$ cat config.mk
export PLATFORM = sky130hd
export DESIGN_NAME = userid_lookup_arbiter
export DESIGN_NICKNAME = d
export VERILOG_FILES = /design/src/rtl/userid_pkg.sv /design/src/rtl/rr_arbiter_onehot.sv /design/src/rtl/userid_lookup_arbiter.sv
export SDC_FILE = /design/constraint.sdc
export NUM_CORES = 1
export LEC_CHECK = 0
export BUFFER_PORTS_ARGS = -buffer_cell sky130_fd_sc_hd__buf_2
export CORE_MARGIN = 2
export CORE_UTILIZATION = 35
export CTS_CLUSTER_SIZE = 20
export DETAILED_ROUTE_END_ITERATION = 10
export PLACE_DENSITY_LB_ADDON = 0.3
export REMOVE_ABC_BUFFERS = 1
export SYNTH_ARGS = -nofsm -noshare
export SYNTH_HDL_FRONTEND = slang
export SYNTH_SLANG_ARGS = --single-unit
$ cat constraint.sdc
create_clock -name clk -period 1.9 [get_ports clk]
set_input_delay 0.19 -clock clk [delete_from_list [all_inputs] [get_ports clk]]
set_output_delay 0.19 -clock clk [all_outputs]
set_load 0.1 [all_outputs]
$ cat src/rtl/userid_pkg.sv
// Shared types and defaults for the user-ID lookup arbiter.
package userid_pkg;

    localparam int unsigned ID_W_DEF      = 16;
    localparam int unsigned ADDR_W_DEF    = 4;
    localparam int unsigned RESERVED_ADDR = 0;

    typedef enum logic [1:0] {
        ST_IDLE    = 2'd0,
        ST_WAIT    = 2'd1,
        ST_COMPARE = 2'd2,
        ST_RESP    = 2'd3
    } state_e;

endpackage

$ cat src/rtl/rr_arbiter_onehot.sv
// Combinational round-robin pick: first set request at or after ptr, wrapping.
module rr_arbiter_onehot
    import userid_pkg::*;
#(
    parameter int unsigned NUM_REQ = 4,
    parameter int unsigned IDX_W   = (NUM_REQ > 1) ? $clog2(NUM_REQ) : 1
) (
    input  logic [NUM_REQ-1:0] req_i,
    input  logic [IDX_W-1:0]   ptr_i,
    output logic [NUM_REQ-1:0] onehot_c,
    output logic [IDX_W-1:0]   idx_c,
    output logic               any_c
);

    logic [IDX_W-1:0] cand_c;

    always_comb begin
        any_c    = 1'b0;
        idx_c    = '0;
        onehot_c = '0;
        cand_c   = '0;
        for (int unsigned k = 0; k < NUM_REQ; k++) begin
            cand_c = IDX_W'((32'(ptr_i) + k) % NUM_REQ);
            if (!any_c && req_i[cand_c]) begin
                any_c = 1'b1;
                idx_c = cand_c;
            end
        end
        if (any_c) begin
            onehot_c[idx_c] = 1'b1;
        end
    end

endmodule

$ cat src/rtl/userid_lookup_arbiter.sv
// Shares one synchronous user-ID ROM between login requesters: round-robin
// grant, linear scan of addresses 1..2^ADDR_W-1, hit/miss with matching address.
module userid_lookup_arbiter
    import userid_pkg::*;
#(
    parameter int unsigned NUM_REQ = 4,
    parameter int unsigned ADDR_W  = ADDR_W_DEF,
    parameter int unsigned ID_W    = ID_W_DEF,
    parameter int unsigned ROM_LAT = 2
) (
    input  logic                    clk,
    input  logic                    reset,
    input  logic [NUM_REQ-1:0]      req,
    input  logic [NUM_REQ*ID_W-1:0] req_userid,
    output logic [NUM_REQ-1:0]      gnt,
    output logic                    done,
    output logic                    hit,
    output logic [ADDR_W-1:0]       internalid,
    output logic                    busy,
    output logic [ADDR_W-1:0]       rom_addr,
    input  logic [ID_W-1:0]         rom_data
);

    localparam int unsigned IDX_W = (NUM_REQ > 1) ? $clog2(NUM_REQ) : 1;
    localparam int unsigned CNT_W = 3;
    localparam logic [ADDR_W-1:0] LAST_ADDR = '1;

    state_e              state_q, state_d;
    logic [NUM_REQ-1:0]  gnt_q, gnt_d;
    logic                done_q, done_d;
    logic                hit_q, hit_d;
    logic [ADDR_W-1:0]   iid_q, iid_d;
    logic                busy_q, busy_d;
    logic [ADDR_W-1:0]   addr_q, addr_d;
    logic [CNT_W-1:0]    cnt_q, cnt_d;
    logic [ID_W-1:0]     cur_id_q, cur_id_d;
    logic [IDX_W-1:0]    win_q, win_d;
    logic [IDX_W-1:0]    ptr_q, ptr_d;

    logic [NUM_REQ-1:0]  arb_onehot_c;
    logic [IDX_W-1:0]    arb_idx_c;
    logic                arb_any_c;
    logic [IDX_W-1:0]    ptr_adv_c;

    rr_arbiter_onehot #(
        .NUM_REQ (NUM_REQ),
        .IDX_W   (IDX_W)
    ) u_arb (
        .req_i    (req),
        .ptr_i    (ptr_q),
        .onehot_c (arb_onehot_c),
        .idx_c    (arb_idx_c),
        .any_c    (arb_any_c)
    );

    // Priority moves to the requester after the current winner.
    assign ptr_adv_c = (32'(win_q) == NUM_REQ - 1) ? '0 : win_q + IDX_W'(1);

    always_comb begin
        state_d  = state_q;
        gnt_d    = gnt_q;
        hit_d    = hit_q;
        iid_d    = iid_q;
        addr_d   = addr_q;
        cnt_d    = cnt_q;
        cur_id_d = cur_id_q;
        win_d    = win_q;
        ptr_d    = ptr_q;

        unique case (state_q)
            ST_IDLE: begin
                if (arb_any_c) begin
                    state_d  = ST_WAIT;
                    gnt_d    = arb_onehot_c;
                    win_d    = arb_idx_c;
                    cur_id_d = req_userid[arb_idx_c*ID_W +: ID_W];
                    addr_d   = ADDR_W'(1);
                    cnt_d    = CNT_W'(ROM_LAT - 1);
                end
            end
            ST_WAIT: begin
                if (!req[win_q]) begin
                    state_d = ST_IDLE;
                    gnt_d   = '0;
                    ptr_d   = ptr_adv_c;
                end else if (cnt_q == '0) begin
                    state_d = ST_COMPARE;
                end else begin
                    cnt_d = cnt_q - CNT_W'(1);
                end
            end
            ST_COMPARE: begin
                if (!req[win_q]) begin
                    state_d = ST_IDLE;
                    gnt_d   = '0;
                    ptr_d   = ptr_adv_c;
                end else if (rom_data == cur_id_q) begin
                    state_d = ST_RESP;
                    hit_d   = 1'b1;
                    iid_d   = addr_q;
                end else if (addr_q == LAST_ADDR) begin
                    // Scan ends at the top address; address 0 is never visited.
                    state_d = ST_RESP;
                    hit_d   = 1'b0;
                    iid_d   = ADDR_W'(RESERVED_ADDR);
                end else begin
                    state_d = ST_WAIT;
                    addr_d  = addr_q + ADDR_W'(1);
                    cnt_d   = CNT_W'(ROM_LAT - 1);
                end
            end
            ST_RESP: begin
                state_d = ST_IDLE;
                gnt_d   = '0;
                ptr_d   = ptr_adv_c;
            end
        endcase

        done_d = (state_d == ST_RESP);
        busy_d = (state_d != ST_IDLE);
    end

    always_ff @(posedge clk) begin
        if (!reset) begin
            state_q  <= ST_IDLE;
            gnt_q    <= '0;
            done_q   <= 1'b0;
            hit_q    <= 1'b0;
            iid_q    <= '0;
            busy_q   <= 1'b0;
            addr_q   <= '0;
            cnt_q    <= '0;
            cur_id_q <= '0;
            win_q    <= '0;
            ptr_q    <= '0;
        end else begin
            state_q  <= state_d;
            gnt_q    <= gnt_d;
            done_q   <= done_d;
            hit_q    <= hit_d;
            iid_q    <= iid_d;
            busy_q   <= busy_d;
            addr_q   <= addr_d;
            cnt_q    <= cnt_d;
            cur_id_q <= cur_id_d;
            win_q    <= win_d;
            ptr_q    <= ptr_d;
        end
    end

    assign gnt        = gnt_q;
    assign done       = done_q;
    assign hit        = hit_q;
    assign internalid = iid_q;
    assign busy       = busy_q;
    assign rom_addr   = addr_q;

endmodule

==> Word-level counts from Yosys, hierarchy flattened <==
Cells that the tools add are included.
{ "totals": {"regBits": 40, "out_inout_bits": 15, "wordCells": 109, "inputBits": 86} }
{ "op_classes": {"mux": 49, "magnitude_cmp": 7, "n_eq_ne": 14, "add_sub_neg": 6, "n_reduce_logical": 21, "shifts": 1} }
{ "ops": {"columns": ["cell", "n"], "rows": [
  ["64-bit by 7-bit variable part select with 16-bit output", 1],
  ["4-bit 2-to-1 mux", 8],
  ["2-bit 2-to-1 mux", 12],
  ["2-bit by 3-bit less-than comparator with 1-bit output (second input constant)", 6],
  ["3-bit 2-to-1 mux", 6],
  ["16-bit equality test", 1],
  ["2-bit inequality test (second input constant)", 7],
  ["1-bit 2-to-1 mux", 12],
  ["4-bit one-hot mux with 3 select lines", 1],
  ["1-bit binary-select mux with 2-bit select", 5],
  ["3-bit one-hot mux with 3 select lines", 1],
  ["2-bit equality test (second input constant)", 4],
  ["2-bit one-hot mux with 4 select lines", 1],
  ["4-bit one-hot mux with 2 select lines", 1],
  ["2-bit nonzero test", 4],
  ["7-bit AND reduction", 1],
  ["2-bit AND reduction", 3],
  ["5-bit AND reduction", 1],
  ["2-bit by 1-bit adder with 2-bit output (second input constant)", 2],
  ["2-bit adder (second input constant)", 2],
  ["4-bit by 1-bit adder with 4-bit output (second input constant)", 1],
  ["4-bit equality test (second input constant)", 1],
  ["1-bit logical AND", 4],
  ["2-bit one-hot mux with 2 select lines", 1],
  ["10 further kinds", 12]
]} }

==> Depth between registers and ports, before layout <==
{ "depth": {"ltp_word": 18, "ltp_mapped": 8, "mapped_depth_nobuf": 7} }

==> By module <==
Synthesis repeated with hierarchy kept, for this count alone.
{ "unflattened": {"hier_cells": 297, "hier_area_um2": 2633.8} }
{ "modules_own_cells": {"columns": ["mod", "instances", "area_per_inst_um2", "seq_area_each_um2", "cells_each"], "rows": [
  ["userid_lookup_arbiter", 1, 2451.1, 800.8, 265],
  ["rr_arbiter_onehot", 1, 182.7, 0.0, 32]
]} }

==> Least setup slack after synthesis <==
Ideal clock, no wire load.
{ "synth_timing": {"kind": "flip-flop to flip-flop", "startpoint": "register addr_q[0] (netlist: rom_addr[0])", "endpoint": "register cnt_q[2]", "n_path_buf": 0, "path_stages_with_launch": 6, "arrival_ns": 1.952, "period_less_slack_ns": 2.043, "setup_slack_ns": -0.143, "setup_time_ns": 0.091, "t_required_ns": 1.809, "path_cell_list": "dfxtp_1 ha_1 nand3_1 nand2_1 o31ai_1 a311oi_1"} }
{ "synth_via": {"elab_chain_cells": 3} }
{ "synth_rtl": {"columns": ["element", "line_no", "text"], "rows": [
  ["start, declared", "userid_lookup_arbiter.sv:34", "logic [ADDR_W-1:0] addr_q, addr_d;"],
  ["start signal, assigned", "userid_lookup_arbiter.sv:143", "addr_q <= addr_d;"],
  ["4-bit equality test", "userid_lookup_arbiter.sv:101", "end else if (addr_q == LAST_ADDR) begin"],
  ["2-bit inequality test (no source line)", null, null],
  ["7-bit AND reduction (no source line)", null, null],
  ["end signal, assigned", "userid_lookup_arbiter.sv:144", "cnt_q <= cnt_d;"],
  ["end, declared", "userid_lookup_arbiter.sv:35", "logic [CNT_W-1:0] cnt_q, cnt_d;"]
]} }
Every way passes these cells.
A chain may end at the register's enable or synchronous reset.

==> Final worst setup path <==
{ "layout_timing": {"startpoint": "register win_q[1]", "endpoint": "register done_q (netlist: done)"} }
{ "layout_via": {"elab_chain_cells": 5, "word_cells_on_any_way": 6, "classes_between": "1 x eq/ne; 5 x mux"} }
{ "layout_rtl": {"columns": ["element", "line_no", "text"], "rows": [
  ["start, declared", "userid_lookup_arbiter.sv:37", "logic [IDX_W-1:0] win_q, win_d;"],
  ["start signal, assigned", "userid_lookup_arbiter.sv:146", "win_q <= win_d;"],
  ["1-bit binary-select mux with 2-bit select (*)", "userid_lookup_arbiter.sv:82, userid_lookup_arbiter.sv:93", null],
  ["1-bit 2-to-1 mux (implied by the code) (*)", "userid_lookup_arbiter.sv:82, userid_lookup_arbiter.sv:93", null],
  ["2-bit 2-to-1 mux (on tied branches)", "userid_lookup_arbiter.sv:93, userid_lookup_arbiter.sv:82", null],
  ["2-bit one-hot mux with 4 select lines (*)", "userid_lookup_arbiter.sv:70", "unique case (state_q)"],
  ["2-bit equality test (*)", "userid_lookup_arbiter.sv:119", "done_d = (state_d == ST_RESP);"],
  ["end signal, assigned", "userid_lookup_arbiter.sv:139", "done_q <= done_d;"],
  ["end, declared", "userid_lookup_arbiter.sv:30", "logic done_q, done_d;"]
]} }
Mark *: on every way between the ends. The rest lies on a longest branch, timed or not. The select of a mux whose other input is x is not followed.

==> results.yml <==
outcome:
  outcome: "complete, no violations"
routing:
  drtIter0Drc: 88
  drt-vias-per-instance: 5.263
  detail-route-antenna-nets: 0
  drc: 0
  via_count: 2721
  drt-pass1-iter-count: 4
  avgRoutedWirePerCell_um: 14.53
  totalWireLength_mm: 7.512
timing:
  slew_headroom_pct: 67.03
  finalCriticalPeriod_ns: 1.828
  hold_viol_final: 0
  setup_tns_ns: 0
  rsz0062_at_grt: "no"
  max_freq_mhz: 547.0
  setup-violations-final: 0
  worstMarginPinSlew_ns: 0.4904
  skew_ns: 0.006762
  finalMaxSlewViolations: 0
  fin_crit_sh_pct: 96.22
grt:
  overflow: 0
  grt_pass1_vias: 2724
  grtUsageTotal_pct: 18.87
  grt_pass1_wl_mm: 12.74
  grt_max_degree: 33
  antenna_found_initial: 0
floorplanning:
  ioPinCount: 101
  dieHeight_um: 90.23
  die_area_um2: 8141
  start_util_pct: 36.07
  fp.dieW_um: 90.23
  fp-row-count: 31
  core_um2: 7214
cells_and_area:
  fin_area_um2: 3455
  diodes: 0
  drive_above_1_share_pct: 34.45
  areaGrowthSynthToFinish_pct: 32.74
  utilization_pct: 47.88
  final_nets: 511
logic_synthesis:
  synthCells: 315
  syn_area_um2: 2602
  synth_ff_type: "dfxtp_1"
  yosysSeqAreaShare_pct: 30.77
  synth_edf_count: 0
  yosysWarnings: 0
  synth_top_family_by_area: "compound AO/OA/AOI/OAI gates"
  synth.mux.area_fraction_pct: 3.173
  synth_fa_ha_area_share_pct: 3.846
  ys_async_sr_fraction_pct: 0
  synth_seq_cells: 40
  syn_avg_cell_area_um2: 8.262
  ys_types: 42
  synth-simple-area-share_pct: 16.59
  synth_xor_area_share_pct: 5.385
  synth_compound_area_share_pct: 34.71
worst_setup_path:
  startpoint_type: "flop"
  setup.worst_path.end: "done"
  cp_top_family: "compound AO/OA/AOI/OAI gates"
  critical_path_arrival_ns: 2.01
  reg2reg_from: "win_q[1]"
  crit_path_max_fanout: 4
  cp_num_cells: 5
  reg2regPathDepth: 5
  cp-end-kind: "flop"
  required_ns: 2.08
  crit_chain: "mux4_2 > and2_1 > a311o_1 > o311a_1 > a21boi_1"
  slowest_stage: "mux4_2"
  worst-path-buf-inv: 0
  rrSetupSlack_ns: 0.07
  critPathKind: "reg2reg"
  crit_start: "win_q[1]"
  reg2reg_to: "done"
  slowest_delay_ns: 0.54
place:
  port_buffers: 100
  gp_congestion: 0.8212
  post-dp-hpwl_mm: 5.859
  place_area_um2: 3301
cts:
  numCtsBuffers: 5
  insertion_delay_ns: 0.30
  cts_tree: "yes"
  clock_path_buffers: 2
  cts_root_buffer: "clkbuf_8"
  clk_pin_slew_ns: 0.09
  htreeDepth: 2
  cts.sinks: 40
power:
  power.density_nw_per_um2: 866.3
  power_leakage_nw: 1.440
  finalPower_mw: 2.993
  peakVddDrop_mv: 0.3430
hold_path:
  min_path_type: "in2reg"
run:
  drv_cap: 0
## cell families (layout without fill, tap and decap cells)
| family | count (synthesis) | in the layout |
|---|---|---|
| XOR/XNOR | 16 | 16 |
| AO/OA/AOI/OAI | 124 | 124 |
| adder cells (fa/ha/maj) | 8 | 8 |
| flip-flops | 40 | 40 |
| AND/OR/NAND/NOR | 85 | 85 |
| multiplexers | 7 | 7 |
| buffers and inverters | 35 | 138 |
## sequential cells by signal, indices dropped and copies added (netlist names)
name / count
busy: 1
cnt_q: 3
cur_id_q: 16
done: 1
gnt: 4
hit: 1
internalid: 4
ptr_q: 2
rom_addr: 4
state_q: 2
win_q: 2
## through the flow
stage	hold WS, ns	std cells	setup WS, ns
floorplan	0.3117	290	-1.250
global placement	0.4441	508	0.06141
detailed placement	0.4474	508	-0.04976
CTS	0.2121	517	0.006934
global route	0.2330	517	0.009047
finish	0.2173	517	0.07188
## layout by cell type, fill, tap and decap left out, types with 2 or more instances in the layout
| master | netlist | layout |
|---|---|---|
| o311a_1 | 2 | 2 |
| nand3_1 | 20 | 20 |
| o21a_1 | 33 | 33 |
| o22ai_1 | 5 | 5 |
| nor3_1 | 3 | 3 |
| nand2b_1 | 6 | 6 |
| and2_1 | 3 | 3 |
| nor4_2 | 0 | 2 |
| a311oi_1 | 2 | 2 |
| ha_1 | 8 | 7 |
| o21ai_0 | 4 | 4 |
| xor2_1 | 16 | 16 |
| nand4_1 | 7 | 7 |
| a21oi_1 | 14 | 13 |
| buf_2 | 8 | 100 |
| a211oi_1 | 34 | 34 |
| mux2i_1 | 6 | 6 |
| o31ai_1 | 17 | 17 |
| or2_2 | 3 | 3 |
| nor4_1 | 6 | 4 |
| a41oi_1 | 2 | 2 |
| nor2_1 | 10 | 9 |
| nor2b_1 | 4 | 4 |
| buf_4 | 0 | 18 |
| inv_1 | 10 | 10 |
| clkbuf_8 | 0 | 5 |
| nand2_1 | 20 | 20 |
| dfxtp_1 | 40 | 39 |
## Yosys cell counts, drive strengths merged (7+ instances only)
cell type  count  share of area [%]
dfxtp         40                 31
a211oi        34                9.8
o21a          33                9.5
nand2         20                2.9
nand3         20                3.8
o31ai         17                4.9
clkbuf        16                2.4
xor2          16                5.4
a21oi         14                2.7
inv           10                1.4
nor2          10                1.4
buf            9                1.7
ha             8                3.8
nand4          7                1.7
## how the worst min path moves through the flow
| stage | from | endpoint | slack, ns | cells past startpoint |
|---|---|---|---|---|
| 2_1_floorplan | reset | win_q[1] | 0.31 | 1 |
| 3_3_place_gp | gnt[0] | gnt[0] | 0.44 | 2 |
| 3_5_place_dp | gnt[3] | gnt[3] | 0.45 | 2 |
| 4_1_cts | req_userid[61] | cur_id_q[13] | 0.21 | 3 |
| 5_1_grt | req_userid[62] | cur_id_q[14] | 0.23 | 3 |
| 6_report | req_userid[61] | cur_id_q[13] | 0.22 | 3 |
## report_power, final
group          total, mW  leakage, nW  switching [mW]  internal (mW)
clock network      0.709       0.0541           0.320          0.389
logic               1.23         1.06           0.727          0.504
registers           1.05        0.329          0.0887          0.965
total               2.99         1.44            1.14           1.86
## final cells by class
| cell class | instances | area (um2) |
|---|---|---|
| repair buffers | 120 | 666.9 |
| clock inverters | 3 | 42.54 |
| multi-input cells | 240 | 1710 |
| well taps | 99 | 123.9 |
| fillers | 738 | 3760 |
| flip-flops and latches | 40 | 804.5 |
| inverters | 10 | 37.54 |
| clock buffers | 5 | 68.82 |
## worst reg2reg max path, delay by kind of cell, from the launching register on
family | cells | cell delay, ns
AOI/OAI and AO/OA | 3 | 0.59
DFF | 1 | 0.37
muxes | 1 | 0.55
and+or+nand+nor | 1 | 0.20
## metal layers
layer / up-vias / global-route usage, % / share of wire (%)
li1: 1392 / - / -
met1: 1246 / 23.79 / 46
met2: 78 / 32.27 / 48
met3: 5 / 5.365 / 6.3
met4: 0 / 3.718 / 0.53
met5: - / 0 / 0
## timing repair
action                     CTS  global route
resized for setup            2             7
gates cloned                 0             0
hold endpoints to repair     0             0
setup endpoints to repair    2            23
setup buffers                1             0
pin swaps                    0             0
hold buffers                 0             0
Power figures use the tool's default switching activity.
